===== config.mk =====
export PLATFORM = sky130hd
export DESIGN_NAME = chroma_subsample
export DESIGN_NICKNAME = d
export VERILOG_FILES = /design/src/rtl/chroma_subsample.sv
export SDC_FILE = /design/constraint.sdc
export NUM_CORES = 2
export LEC_CHECK = 0
export CORE_AREA = 2 2 402 404
export CTS_CLUSTER_SIZE = 12
export DETAILED_ROUTE_END_ITERATION = 12
export DIE_AREA = 0 0 404 406
export GPL_TIMING_DRIVEN = 0
export PLACE_DENSITY = 0.61
export SETUP_SLACK_MARGIN = 0.4
export SKIP_CTS_REPAIR_TIMING = 1
export SYNTH_ARGS = -nofsm -noshare
export SYNTH_HDL_FRONTEND = slang
export SYNTH_SLANG_ARGS = --single-unit

===== constraint.sdc =====
create_clock -name clk -period 2.6 [get_ports clk]
set_input_delay 0.26 -clock clk [delete_from_list [all_inputs] [get_ports clk]]
set_output_delay 0.26 -clock clk [all_outputs]
set_load 0.1 [all_outputs]

===== src/rtl/chroma_subsample.sv =====
// 4:2:0 chroma decimator: passes Y through, folds four Cb/Cr quadrants
// into one 8x8 block of rounded 2x2 averages.
module chroma_subsample #(
    parameter int CH = 3,
    localparam int CW = $clog2(CH + 1)
) (
    input  logic                   clk,
    input  logic                   rst_n,
    input  logic                   valid_in,
    input  logic [CW-1:0]          ch_in,
    input  logic [7:0][7:0][7:0]   block_in,
    output logic [7:0][7:0][7:0]   block_out,
    output logic [CW-1:0]          ch_out,
    output logic                   valid_out,
    output logic                   err_out
);

    typedef logic [7:0][7:0][7:0] blk_t;
    typedef logic [3:0][3:0][7:0] qtr_t;
    typedef enum logic {IDLE, ACC} state_t;

    state_t        state, state_d;
    logic [1:0]    q, q_d;
    logic [CW-1:0] grp_ch, grp_d;
    blk_t          acc, acc_d;

    logic          valid_d, err_d;
    blk_t          blk_d;
    logic [CW-1:0] ch_d;

    logic       y_acc, c_acc, bad;
    logic       in_acc, match, mismatch, last;
    logic [1:0] wq;
    qtr_t       dec;

    function automatic qtr_t decim(input blk_t b);
        logic [9:0] s;
        decim = '0;
        for (int i = 0; i < 4; i++) begin
            for (int j = 0; j < 4; j++) begin
                s = 10'(b[2*i][2*j]) + 10'(b[2*i][2*j+1])
                  + 10'(b[2*i+1][2*j]) + 10'(b[2*i+1][2*j+1])
                  + 10'd2;
                decim[i][j] = s[9:2];
            end
        end
    endfunction

    assign y_acc    = valid_in && (ch_in == '0);
    assign bad      = valid_in && (ch_in >= CW'(CH));
    assign c_acc    = valid_in && !y_acc && !bad;
    assign in_acc   = (state == ACC);
    assign match    = (ch_in == grp_ch);
    assign mismatch = c_acc && in_acc && !match;
    // A mismatched chroma block restarts the group as its quadrant 0
    assign wq       = (in_acc && match) ? q : 2'd0;
    assign last     = c_acc && in_acc && match && (q == 2'd3);
    assign dec      = decim(block_in);

    always_ff @(posedge clk or negedge rst_n) begin
        if (!rst_n) begin
            state  <= IDLE;
            q      <= '0;
            grp_ch <= '0;
        end else begin
            state  <= state_d;
            q      <= q_d;
            grp_ch <= grp_d;
        end
    end

    always_comb begin
        state_d = state;
        q_d     = q;
        grp_d   = grp_ch;
        unique case (1'b1)
            y_acc: begin
                state_d = IDLE;
                q_d     = '0;
            end
            c_acc: begin
                grp_d = ch_in;
                if (last) begin
                    state_d = IDLE;
                    q_d     = '0;
                end else begin
                    state_d = ACC;
                    q_d     = wq + 2'd1;
                end
            end
            default: ;
        endcase
    end

    always_comb begin
        acc_d   = acc;
        valid_d = y_acc || last;
        err_d   = bad || mismatch || (y_acc && in_acc);
        blk_d   = block_out;
        ch_d    = ch_out;
        if (c_acc) begin
            for (int r = 0; r < 8; r++) begin
                for (int c = 0; c < 8; c++) begin
                    if ((r / 4) == int'(wq[1]) && (c / 4) == int'(wq[0]))
                        acc_d[r][c] = dec[r % 4][c % 4];
                end
            end
        end
        unique case (1'b1)
            y_acc: begin
                blk_d = block_in;
                ch_d  = '0;
            end
            last: begin
                blk_d = acc_d;
                ch_d  = grp_ch;
            end
            default: ;
        endcase
    end

    // Buffer contents outside the current group are never emitted
    always_ff @(posedge clk) begin
        acc <= acc_d;
    end

    always_ff @(posedge clk or negedge rst_n) begin
        if (!rst_n) begin
            block_out <= '0;
            ch_out    <= '0;
            valid_out <= 1'b0;
            err_out   <= 1'b0;
        end else begin
            block_out <= blk_d;
            ch_out    <= ch_d;
            valid_out <= valid_d;
            err_out   <= err_d;
        end
    end

endmodule


==> flow_summary.toml <==
[synthesis]
ys_types = 70
syn_area_per_cell_sq_um = 9.21
ys_top_cells_by_area = "dfrtp_1, dfxtp_1, fa_1"
syn_inst = 5703
dominantRegCellSynth = "dfrtp_1"
synth_edf_count = 0
synth_top_area_share_pct = 24.8
synth_nets = 6608
synth-seq-cells = 1033
yosysSeqAreaShare_pct = 44.3
netlist_area_sq_mm = 0.0525
yosysTopAreaCell = "dfrtp_1"
synth_common_cells = "nand2_1, inv_1, dfrtp_1, dfxtp_1, o21ai_0"
yosysMostFrequentCell = "nand2_1"
async_flop_share_pct = 50.4
synth_warnings = 0

[detailed_routing]
top_layer_used = "met5"
via_count = 54842
ant_nets = 0
drc = 0
route.met3.wl_um = 40000
via_per_inst = 5.68
routed_wl_um = 364000
firstDrtPassIters = 8
wl_per_cell_um = 37.7
first_iter_violations = 6566
wl_met1_um = 130000
route.met2.wl_um = 155000

[clocking]
cts_tree = "yes"
h-tree-depth = 3
clkSlewWorstSetupHoldPaths_ns = 0.06
insertion_delay_ns = 0.80
clock-sinks = 1033
cts_buffers = 119
clockBufferDepth = 3
cts-root-buf = "clkbuf_16"

[floorplanning]
start_util_pct = 32.9
fp.dieH_um = 406
dieArea_sq_mm = 0.164
rows = 147
fp.dieW_um = 404
io_pins = 1033
core_sq_mm = 0.160

[timing]
max_slew.worst_pin.slew_ns = 1.30
fin_crit_sh_pct = 121
min_period_ns = 3.15
max_freq_ghz = 0.318
fin_ws_ns = -0.550
finalClockSkew_ns = 0.0443
hold_viol_final = 110
rsz0062_at_grt = "true"
setup_viol = 696
max_slew_margin_pct = 12.7
tns_ns = -70.55
holdWs_ns = -0.499
slew_viol_final = 0

[pwr]
peakVddDrop_mv = 0.591
powerDensity_mw_per_mm2 = 1040
p_leak_uw = 0.0389

[grt]
grt_max_degree = 99
grt_pass1_vias = 49247
grt_pass1_wl_um = 451000
grt_use_total_pct = 41.4
grt_overflow = 0
antenna_found_initial = 56

[finish]
area_growth_pct = 60.2
fin_cells = 9650
nets = 8331
drive_gt1_share_pct = 29.2
finish.utilization_pct = 52.7

[placement]
place_inst = 8830
dp_hpwl_um = 284000
port_buffers = 1032
place.gp.congestion = 1.03
pre_cts_slack_ns = -2.87

[status]
failed_checks = "hold timing, setup timing"
status = "finished, violations left"

[worst_setup_path]
r2r-start = "grp_ch[0]"
cp_slowest_cell = "fa_2"
cp-start-kind = "primary input"
cp_data_required_time_ns = 3.26
worstPathArrival_ns = 3.81
cpMostUsedCell = "mux2_4"
startpoint = "block_in[315]"
path_class = "primary input to flip-flop"
critPathCaptureType = "flip-flop"
crit_chain = "buf_6 > clkinvlp_4 > fa_2 > fa_1 > inv_2 > ha_4 > or3_4 > o22a_4 > a221oi_4 > xnor2_4 > mux2_4 > mux2_4"
max_stage_delay_ns = 0.55
crit_path_max_fanout = 5

[worst_hold_path]
worst_hold_path_type = "primary input to asynchronous set/reset pin"

[run]
max-cap-violations = 0
placed cells by master (no fill, tap or decap), types with 51 or more instances in the layout:
cell / n
o21ai_0: 182
a22oi_1: 61
a221o_1: 59
dlymetal6s2s_1: 199
nor2_1: 152
inv_2: 201
nand3_1: 54
buf_6: 137
inv_1: 440
dfxtp_1: 512
a21oi_1: 165
ha_4: 96
a31oi_1: 130
o21ai_1: 137
clkbuf_16: 134
clkbuf_1: 83
buf_4: 241
fa_2: 90
fa_1: 150
mux2_2: 167
and3_1: 54
dlygate4sd3_1: 220
clkdlybuf4s50_1: 659
o211ai_1: 62
o21ai_2: 63
clkbuf_2: 127
dfrtp_1: 519
a21o_1: 90
buf_12: 109
buf_2: 51
nand2_1: 1072
final timing paths:
| path | endpoint | slack, ns | cells past startpoint |
|---|---|---|---|
| setup / recovery | block_out[413] | -0.55 | 12 |
| hold / removal | block_out[250] | -0.50 | 1 |
| setup reg to reg | block_out[326] | -0.20 | 10 |
| hold reg to reg | acc[485] | 0.44 | 2 |
| max in group asynchronous | block_out[366] | 0.93 | 4 |
| min in group clk | block_out[269] | -0.05 | 4 |
sequential cells by signal, summed over array words and instances, names as in the netlist:
register	cells
ch_out	2
valid_out	1
acc	512
grp_ch	2
err_out	1
q	2
in_acc	1
block_out	512
cells by family after synthesis:
kind of cell,share of synthesized area [%]
flops,44.3
mux,5.60
buf+inv,7.97
compound gates,15.2
xor+xnor,1.65
fa+ha+maj,12.7
simple gates,12.5
where the power goes:
part / leakage [uW] / switching, uW / internal [uW]
sequential: 0.0107 / 1930 / 19500
clock: 0.00203 / 7790 / 10400
combinational: 0.0262 / 30900 / 17000
critical path: cells and delay by family:
| kind | cells | cell delay [ns] |
|---|---|---|
| adders and majority gates | 3 | 1.23 |
| AOI/OAI and AO/OA | 2 | 0.73 |
| xor gates and xnor gates | 1 | 0.24 |
| buffers and inverters | 3 | 0.38 |
| muxes | 2 | 0.59 |
| and+or+nand+nor | 1 | 0.33 |
area by class of cell:
cell class                 instances  area, sq um
clock inverter                    52          613
buffer                           321         2800
multi-input combinational       3612        31100
tap                             2086         2610
sequential                      1033        23300
clock buffer                     174         3490
antenna                           33         82.6
inverter                         737         3210
fill                           14614        75500
timing repair buffer            1602        17000
per-stage QoR:
stage / hold slack [ns] / area [sq um] / power [uW]
3_3_place_gp: 0.419 / 67300 / 56500
6_report: -0.499 / 84100 / 87500
2_1_floorplan: -0.0356 / 54300 / 42900
4_1_cts: -0.478 / 71600 / 74900
3_5_place_dp: 0.341 / 67500 / 57000
5_1_grt: -0.433 / 84100 / 89100
metal layers:
| layer | vias to the layer above | track usage [%] |
|---|---|---|
| li1 | 22440 | - |
| met3 | 1039 | 10.6 |
| met4 | 20 | 34.6 |
| met5 | - | 0 |
| met1 | 27368 | 50.0 |
| met2 | 3975 | 62.2 |
No activity file was read; power rests on OpenSTA's default activity.
